<file path="src/rtl/miner_pkg.sv">
// Shared types for the mining datapath: nonce width and the buffered
// winning-nonce entry tagged with its block epoch.
package miner_pkg;

    localparam int unsigned NONCE_W = 32;

    typedef logic [NONCE_W-1:0] nonce_t;

    typedef struct packed {
        nonce_t nonce;
        logic   epoch;
    } nonce_entry_t;

    localparam int unsigned ENTRY_W = $bits(nonce_entry_t);

endpackage

</file>
<file path="src/rtl/nonce_fifo.sv">
// Show-ahead FIFO with occupancy count; the head word reads as zero while empty
// so the uninitialised storage array never reaches the outputs.
module nonce_fifo #(
    parameter int unsigned LogDepth = 3,
    parameter int unsigned Width    = 33
) (
    input  logic                clk_i,
    input  logic                rst_ni,
    input  logic                push_i,
    input  logic [Width-1:0]    wdata_i,
    input  logic                pop_i,
    output logic [Width-1:0]    rdata_o,
    output logic                full_o,
    output logic                empty_o,
    output logic [LogDepth:0]   count_o
);

    localparam int unsigned Depth = 2 ** LogDepth;
    localparam logic [LogDepth:0] FullCount = (LogDepth + 1)'(Depth);

    logic [Width-1:0]    mem_q [Depth];
    logic [LogDepth-1:0] wr_ptr_q, wr_ptr_d;
    logic [LogDepth-1:0] rd_ptr_q, rd_ptr_d;
    logic [LogDepth:0]   count_q, count_d;

    always_comb begin
        wr_ptr_d = wr_ptr_q;
        rd_ptr_d = rd_ptr_q;
        count_d  = count_q;
        if (push_i) begin
            wr_ptr_d = wr_ptr_q + LogDepth'(1);
        end
        if (pop_i) begin
            rd_ptr_d = rd_ptr_q + LogDepth'(1);
        end
        unique case ({push_i, pop_i})
            2'b10:   count_d = count_q + (LogDepth + 1)'(1);
            2'b01:   count_d = count_q - (LogDepth + 1)'(1);
            default: count_d = count_q;
        endcase
    end

    always_ff @(posedge clk_i or negedge rst_ni) begin
        if (!rst_ni) begin
            wr_ptr_q <= '0;
            rd_ptr_q <= '0;
            count_q  <= '0;
        end else begin
            wr_ptr_q <= wr_ptr_d;
            rd_ptr_q <= rd_ptr_d;
            count_q  <= count_d;
        end
    end

    // Storage is not reset; validity is tracked by count_q alone.
    always_ff @(posedge clk_i) begin
        if (push_i) begin
            mem_q[wr_ptr_q] <= wdata_i;
        end
    end

    assign empty_o = (count_q == '0);
    assign full_o  = (count_q == FullCount);
    assign count_o = count_q;
    assign rdata_o = empty_o ? '0 : mem_q[rd_ptr_q];

endmodule

</file>
<file path="src/rtl/nonce_collector.sv">
// Tracks the nonce of each hash-validator result, buffers winning nonces with
// their block epoch, and flags (sticky) any winner dropped on a full buffer.
module nonce_collector
    import miner_pkg::*;
#(
    parameter int unsigned LOGDEPTH  = 3,
    parameter int unsigned NONCEBITS = NONCE_W
) (
    input  logic                 clk,
    input  logic                 rst,
    input  logic                 resultValid,
    input  logic                 newBlock,
    input  logic                 success,
    input  logic                 rdReq,
    input  logic                 clrOverflow,
    output logic                 rdValid,
    output logic [NONCEBITS-1:0] rdNonce,
    output logic                 rdEpoch,
    output logic [LOGDEPTH:0]    count,
    output logic                 overflow
);

    logic [NONCEBITS-1:0] next_nonce_q, next_nonce_d;
    logic                 epoch_q, epoch_d;
    logic                 overflow_q, overflow_d;

    logic [NONCEBITS-1:0] result_nonce;
    logic                 result_epoch;
    logic                 win, push, pop, drop;
    logic                 fifo_full, fifo_empty;
    logic [NONCEBITS:0]   fifo_rdata;

    // A newBlock result is nonce 0 of the next block and opens a new epoch.
    always_comb begin
        next_nonce_d = next_nonce_q;
        epoch_d      = epoch_q;
        result_nonce = next_nonce_q;
        result_epoch = epoch_q;
        if (resultValid) begin
            if (newBlock) begin
                result_nonce = '0;
                result_epoch = ~epoch_q;
                next_nonce_d = NONCEBITS'(1);
                epoch_d      = ~epoch_q;
            end else begin
                next_nonce_d = next_nonce_q + NONCEBITS'(1);
            end
        end
    end

    // A pop frees the slot, so a full buffer still accepts a same-cycle winner.
    always_comb begin
        win        = resultValid & success;
        pop        = rdReq & ~fifo_empty;
        push       = win & (~fifo_full | pop);
        drop       = win & fifo_full & ~pop;
        overflow_d = overflow_q;
        if (drop) begin
            overflow_d = 1'b1;
        end else if (clrOverflow) begin
            overflow_d = 1'b0;
        end
    end

    always_ff @(posedge clk or negedge rst) begin
        if (!rst) begin
            next_nonce_q <= '0;
            epoch_q      <= 1'b0;
            overflow_q   <= 1'b0;
        end else begin
            next_nonce_q <= next_nonce_d;
            epoch_q      <= epoch_d;
            overflow_q   <= overflow_d;
        end
    end

    nonce_fifo #(
        .LogDepth (LOGDEPTH),
        .Width    (NONCEBITS + 1)
    ) u_fifo (
        .clk_i    (clk),
        .rst_ni   (rst),
        .push_i   (push),
        .wdata_i  ({result_nonce, result_epoch}),
        .pop_i    (pop),
        .rdata_o  (fifo_rdata),
        .full_o   (fifo_full),
        .empty_o  (fifo_empty),
        .count_o  (count)
    );

    assign rdValid  = ~fifo_empty;
    assign rdNonce  = fifo_rdata[NONCEBITS:1];
    assign rdEpoch  = fifo_rdata[0];
    assign overflow = overflow_q;

endmodule

</file>
<file path="config.mk">
export PLATFORM = sky130hd
export DESIGN_NAME = nonce_collector
export DESIGN_NICKNAME = d
export VERILOG_FILES = /design/src/rtl/miner_pkg.sv /design/src/rtl/nonce_fifo.sv /design/src/rtl/nonce_collector.sv
export SDC_FILE = /design/constraint.sdc
export NUM_CORES = 1
export LEC_CHECK = 0
export ABC_AREA = 1
export CAP_MARGIN = 20
export CORE_MARGIN = 3
export CORE_UTILIZATION = 65
export DETAILED_ROUTE_END_ITERATION = 12
export GPL_TIMING_DRIVEN = 0
export PLACE_DENSITY = 0.92
export REMOVE_ABC_BUFFERS = 1
export SLEW_MARGIN = 20
export SYNTH_ARGS = -nofsm -noshare
export SYNTH_HDL_FRONTEND = slang
export SYNTH_HIERARCHICAL = 1
export SYNTH_SLANG_ARGS = --single-unit
</file>
<file path="constraint.sdc">
create_clock -name clk -period 6.2 [get_ports clk]
set_clock_uncertainty 0.1 [all_clocks]
set_input_delay 0.62 -clock clk [delete_from_list [all_inputs] [get_ports clk]]
set_output_delay 0.62 -clock clk [all_outputs]
set_load 0.02 [all_outputs]
</file>
# Yosys cells after proc, flatten, opt, wreduce, memory -nomap -nowiden
# Memories as Yosys holds them, arrays and structs flattened.
# Index checks and enable logic that the tools add are counted.
# classes
addsub,5
n_eq_ne,3
n_mux,11
bitwise_logic,10
n_reduce_logical,3
# op_table
op,count
2-to-1 mux 32 bit,3
2-to-1 mux 33 bit,1
adder 32 x 1 -> 32 bit (second input constant),1
case mux 4 bit (2 select lines),1
adder 3 x 1 -> 3 bit (second input constant),2
2-to-1 mux 1 bit,6
AND 1 bit,5
adder 4 x 1 -> 4 bit (second input constant),1
== test 4 bit (second input constant),1
zero test 4 bit,1
inverter 1 bit,4
nonzero test 2 bit,2
subtractor 4 x 1 -> 4 bit (second input constant),1
== test 2 x 1 -> 1 bit (second input constant),1
== test 2 bit (second input constant),1
bitwise OR 1 bit,1
# totals
reg_bits,44
ramBits,264
input_bits,7
out_inout_bits,39
memories,1
# memory_table
memory,depth,width,rd,rd_ports_with_merged_regs,write_ports,line_no,rtl
u_fifo.mem_q,8,33,1,0,1,nonce_fifo.sv:21,logic [Width-1:0] mem_q [Depth];

# Logic depth before layout (Yosys ltp)
# depth
ltp_word,7
depth_mapped,17
mapped_depth_nobuf,16

# Hierarchy
# The synthesis kept the hierarchy.
# by_module_without_submodules
module,n_inst,cells_each,area_each_um2
nonce_fifo,1,861,11116.9
nonce_collector,1,344,2265.9

# Worst setup path before layout
# Ideal clock, no wire load.
# synth_path
path_kind,register to register
from,register u_fifo.count_q[1] (netlist: u_fifo/count_o[1])
to,memory u_fifo.mem_q[0][0] (enable)
setup_ps,423
arrival_time_ps,3323
slack_ps,2354
stages_incl_launch_ff,11
path_buffers,1
path_cell_list,dfrtp_1 > nor2_1 > nand3_1 > buf_2 > inv_1 > inv_1 > nand2_1 > a21oi_1 > inv_1 > or2_1 > nor2_1
# synth_between
elab_chain_len,7
word_cells_on_any_way,9
# synth_rtl
element,line_no,rtl
"start, declared",nonce_fifo.sv:24,"logic [LogDepth:0] count_q, count_d;"
"start signal, assigned",nonce_fifo.sv:51,count_q <= count_d;
zero test 4 bit,nonce_fifo.sv:62,assign empty_o = (count_q == '0);
net fifo_empty,nonce_collector.sv:30,"logic fifo_full, fifo_empty;"
inverter 1 bit,n/a,
net rdValid,nonce_collector.sv:16,"output logic rdValid,"
AND 1 bit,nonce_collector.sv:54,pop = rdReq & ~fifo_empty;
bitwise OR 1 bit,nonce_collector.sv:55,push = win & (~fifo_full | pop);
AND 1 bit,nonce_collector.sv:55,
net push,nonce_collector.sv:29,"logic win, push, pop, drop;"
2-to-1 mux 1 bit,nonce_fifo.sv:57,if (push_i) begin
2-to-1 mux 1 bit (implied by the code),nonce_fifo.sv:58,mem_q[wr_ptr_q] <= wdata_i;
"end, declared",nonce_fifo.sv:21,
# The timed path passes the listed nets, and every way through them passes these cells.

# Final worst setup path
# layout_path
from,register u_fifo.rd_ptr_q[0]
to,output rdNonce[8]
# layout_between
elab_chain_len,2
# layout_rtl
element,line_no,rtl
"start, declared",nonce_fifo.sv:23,"logic [LogDepth-1:0] rd_ptr_q, rd_ptr_d;"
"start signal, assigned",nonce_fifo.sv:50,rd_ptr_q <= rd_ptr_d;
memory read (8 x 33 bit),n/a,
2-to-1 mux 33 bit,nonce_fifo.sv:65,assign rdata_o = empty_o ? '0 : mem_q[rd_ptr_q];
"end, declared",nonce_collector.sv:17,"output logic [NONCEBITS-1:0] rdNonce,"
# No other way between the ends.

==> key figures <==
Worst setup path
  – Reg2Reg Depth: 10
  – Crit-path cells: buf_16, inv_6, o21ai_0, o22ai_1, nor2_1, nor2_1, clkdlybuf4s50_1
  – R2R Setup Slk: roughly 2.8 ns
  – Critical Path End Type: primary output
  – Crit-path max FO: between 100 and 150
  – Slowest CP cell: dfrtp_4
  – Crit path top cell by count: nor2_1
  – Worst endpoint data arrival time: approximately 3.8 ns
  – Worst R2R Start: u_fifo/count_o[0]
  – R2r endpoint: u_fifo/mem_q[6][13]
  – Worst Setup SP: u_fifo/rd_ptr_q[0]
  – WP data required: 5.48 ns
  – Critical Path Start Type: flop
  – CP max stage delay: approximately 0.74 ns
  – Setup CP Type: reg2out

Clock network
  – CTS tree: built
  – Root buffer cell: clkbuf_16
  – H-tree depth: 1
  – Post-CTS Setup Bufs: 0
  – Clock Tree Buf Depth: 3
  – Clock Latency Late Sink: ~0.55 ns
  – Clk sink count: 308
  – Cts repair resizes: 0
  – Worst-path clk slew: roughly 0.07 ns
  – Num CTS Buffers: 30
  – Hold Buf Count CTS: 1

STA
  – Final TNS setup: 0 ns
  – Final period util: 73.4%
  – Max-slew violation count: 0
  – RSZ-0062 raised after global routing: false
  – Max Freq: roughly 220 MHz
  – Minimum clock period: roughly 4.6 ns
  – Final hold vios: 0
  – WHS: between 0.4 and 0.5 ns
  – Pin slew with the least headroom to its limit: about 0.98 ns
  – Final setup fails: 0
  – Max_slew headroom: 35.0%

Power
  – Clock Power Share: between 20% and 30%
  – Switching share of power: between 30 and 40%
  – Sequential share of power: between 30% and 40%
  – Pwr/cell area: ~460 mW/mm²
  – Net switching power: approximately 2.5 mW
  – Cell internal pwr: 4.48 mW
  – Power, Total: just under 7 mW
  – Power share of the combinational group: between 30% and 40%
  – LEAKAGE: 5.47 nW
  – Max VDD drop: ~430 µV

Global route
  – Met1 Track Usage GR: roughly 36%
  – Antenna violations before repair: 0
  – GRT Overall Usage: 27.1%
  – GR Util met2: a little under half
  – First-pass GRT wire length: 47.6 mm
  – M3 GR Usage: between 3 and 4%
  – GRT overflow: 0
  – Busiest grt layer: met2
  – Vias in the first global route: between 9k and 10k
  – Largest net degree at the start of global routing: between 100 and 150

Synthesis
  – Most used DFF post-synth: edfxtp_1
  – Seq/Total Area, Yosys: 67.5%
  – Syn. warnings: 6
  – Mean Syn Cell Area: 11.1 µm²
  – Syn Inst Count: roughly 1.2k
  – Post-synth design cell area: 0.0134 mm²
  – Post-synth EDFFs: approximately 260
  – Yosys reg bits: slightly above 300
  – Library cells used by synthesis: 39
  – FFs w/ async S/R, synth: around 14%

Routing
  – Starting DRT DRC Count: roughly 1.1k
  – Vias per cell: between 6 and 7
  – Pre-antenna DRT Iters: 5
  – Final wirelength: 30.1 mm
  – Remaining antenna violation count: 0
  – DRC: 0
  – Vias: 9331
  – Routed len/inst: 19.7 µm

Place
  – Post-DP HPWL: approximately 17 mm
  – Post-DP Area: 0.0142 mm²
  – I/O Buffers: 45
  – GP Congestion: about 0.92
  – Placed cells: ~1.5k

Final layout
  – Commonest non-fill, non-tap cells in the layout: nor2_1, edfxtp_1, nand2_1, o21ai_0, inv_1
  – Most common library cell in the layout ignoring fill and taps: nor2_1
  – Post-route insts no fill: between 1.5k and 2k
  – Antenna Cells: 0
  – Share of layout cells above drive strength 1: 10.2%
  – Area grow syn2layout: 13.5%
  – Final layout net count: between 1k and 1.5k
  – Design area: 0.0152 mm²

Floorplan
  – Ports: 46
  – DIE WIDTH: ~150 µm
  – Row Count: 51
  – Initial core utilization: about two thirds
  – Chip Height: around 150 µm
  – Die Area: 0.0223 mm²
  – Core area: a little under 0.02 mm²

Flow run
  – Max Cap Viol: 0

Status
  – Outcome: finished, final reports clean

Hold path
  – HP Class: in2async
[cell families (layout without fill, tap and decap cells)]
family          after synthesis  count (layout)  synth area share (%)
fa+ha+maj                     6               6                 0.561
compound gates              245             245                  10.2
simple gates                509             509                  16.2
xor+xnor                      6               6                 0.393
buf+inv                     131             187                  5.26
flops                       308             308                  67.5
[how the worst max path moves through the flow]
stage | endpoint | depth (start not counted) | slack (ns)
CTS | rdNonce[8] | 7 | 1.69
finish | rdNonce[8] | 7 | 1.65
floorplan | rdEpoch | 5 | 1.29
detailed placement | u_fifo/mem_q[0][29] | 4 | 2.12
global route | rdNonce[8] | 7 | 1.46
global placement | rdNonce[1] | 6 | -1.24
[synthesized netlist by cell type, types with 2 or more instances]
| cell type | count | area, µm² |
|---|---|---|
| o21ai_0 | 115 | 576 |
| o22ai_1 | 35 | 219 |
| o21a_1 | 2 | 15.0 |
| buf_12 | 5 | 100 |
| ha_1 | 6 | 75.1 |
| nor3_1 | 6 | 30.0 |
| a21oi_1 | 25 | 125 |
| xnor2_1 | 2 | 17.5 |
| clkbuf_1 | 19 | 71.3 |
| nor2_1 | 301 | 1130 |
| buf_6 | 13 | 146 |
| o211ai_1 | 33 | 248 |
| edfxtp_1 | 264 | 7930 |
| inv_1 | 66 | 248 |
| xor2_1 | 4 | 35.0 |
| and2_1 | 2 | 12.5 |
| o21ai_1 | 34 | 170 |
| clkinv_1 | 2 | 7.51 |
| nor2_4 | 7 | 78.8 |
| or2_1 | 2 | 12.5 |
| inv_2 | 2 | 7.51 |
| nand2_4 | 2 | 22.5 |
| nor2_2 | 33 | 206 |
| buf_2 | 21 | 105 |
| nand4_1 | 2 | 12.5 |
| nand2_1 | 123 | 462 |
| nand3_1 | 21 | 105 |
| dfrtp_1 | 44 | 1100 |
| nand2_2 | 4 | 25.0 |
[critical path: cells and delay by family (launching register included)]
family / cells / cell delay [ns]
buffers and inverters: 3 / 1.71
AO/OA/AOI/OAI: 2 / 0.46
AND/OR/NAND/NOR: 2 / 0.24
flip-flops: 1 / 0.74
[per-stage QoR]
| step | utilization (%) | setup WS [ns] |
|---|---|---|
| floorplan | - | 1.29 |
| global placement | 69.2 | -1.24 |
| detailed placement | 71.3 | 2.12 |
| CTS | 76.6 | 1.69 |
| global route | 76.6 | 1.46 |
| finish | 76.6 | 1.65 |
[metal layers]
metal / vias to the layer above / wire (µm) / share of wire (%)
met3: 89 / 2560 / 8.5
met4: 0 / 821 / 2.7
met2: 543 / 15300 / 51
li1: 4236 / - / -
met5: - / 0 / 0
met1: 4463 / 11400 / 38
[power by group through the flow]
| stage | clock, mW | combinational (mW) | sequential (mW) |
|---|---|---|---|
| after global routing | 1.97 | 2.66 | 2.64 |
| after detailed placement | 0 | 2.40 | 2.65 |
| final | 1.88 | 2.46 | 2.62 |
| after global placement | 0 | 2.10 | 2.81 |
| after floorplan | 0 | 1.34 | 2.70 |
| after CTS | 1.89 | 2.44 | 2.61 |
[registers in the layout, indices dropped and copies added (netlist names)]
signal,cells
next_nonce_q,32
u_fifo/mem_q,264
u_fifo/wr_ptr_q,3
u_fifo/count_o,4
u_fifo/rd_ptr_q,3
epoch_q,1
overflow,1
[area by class of cell]
class,count,area [µm²]
Clock inverter,19,235
Timing Repair Buffer,59,798
Inverter,72,277
Fill cell,1094,4650
Clock buffer,37,798
Tap cell,265,332
Sequential cell,308,9040
Multi-Input combinational cell,766,3710
(Power assumes the default switching activity.)
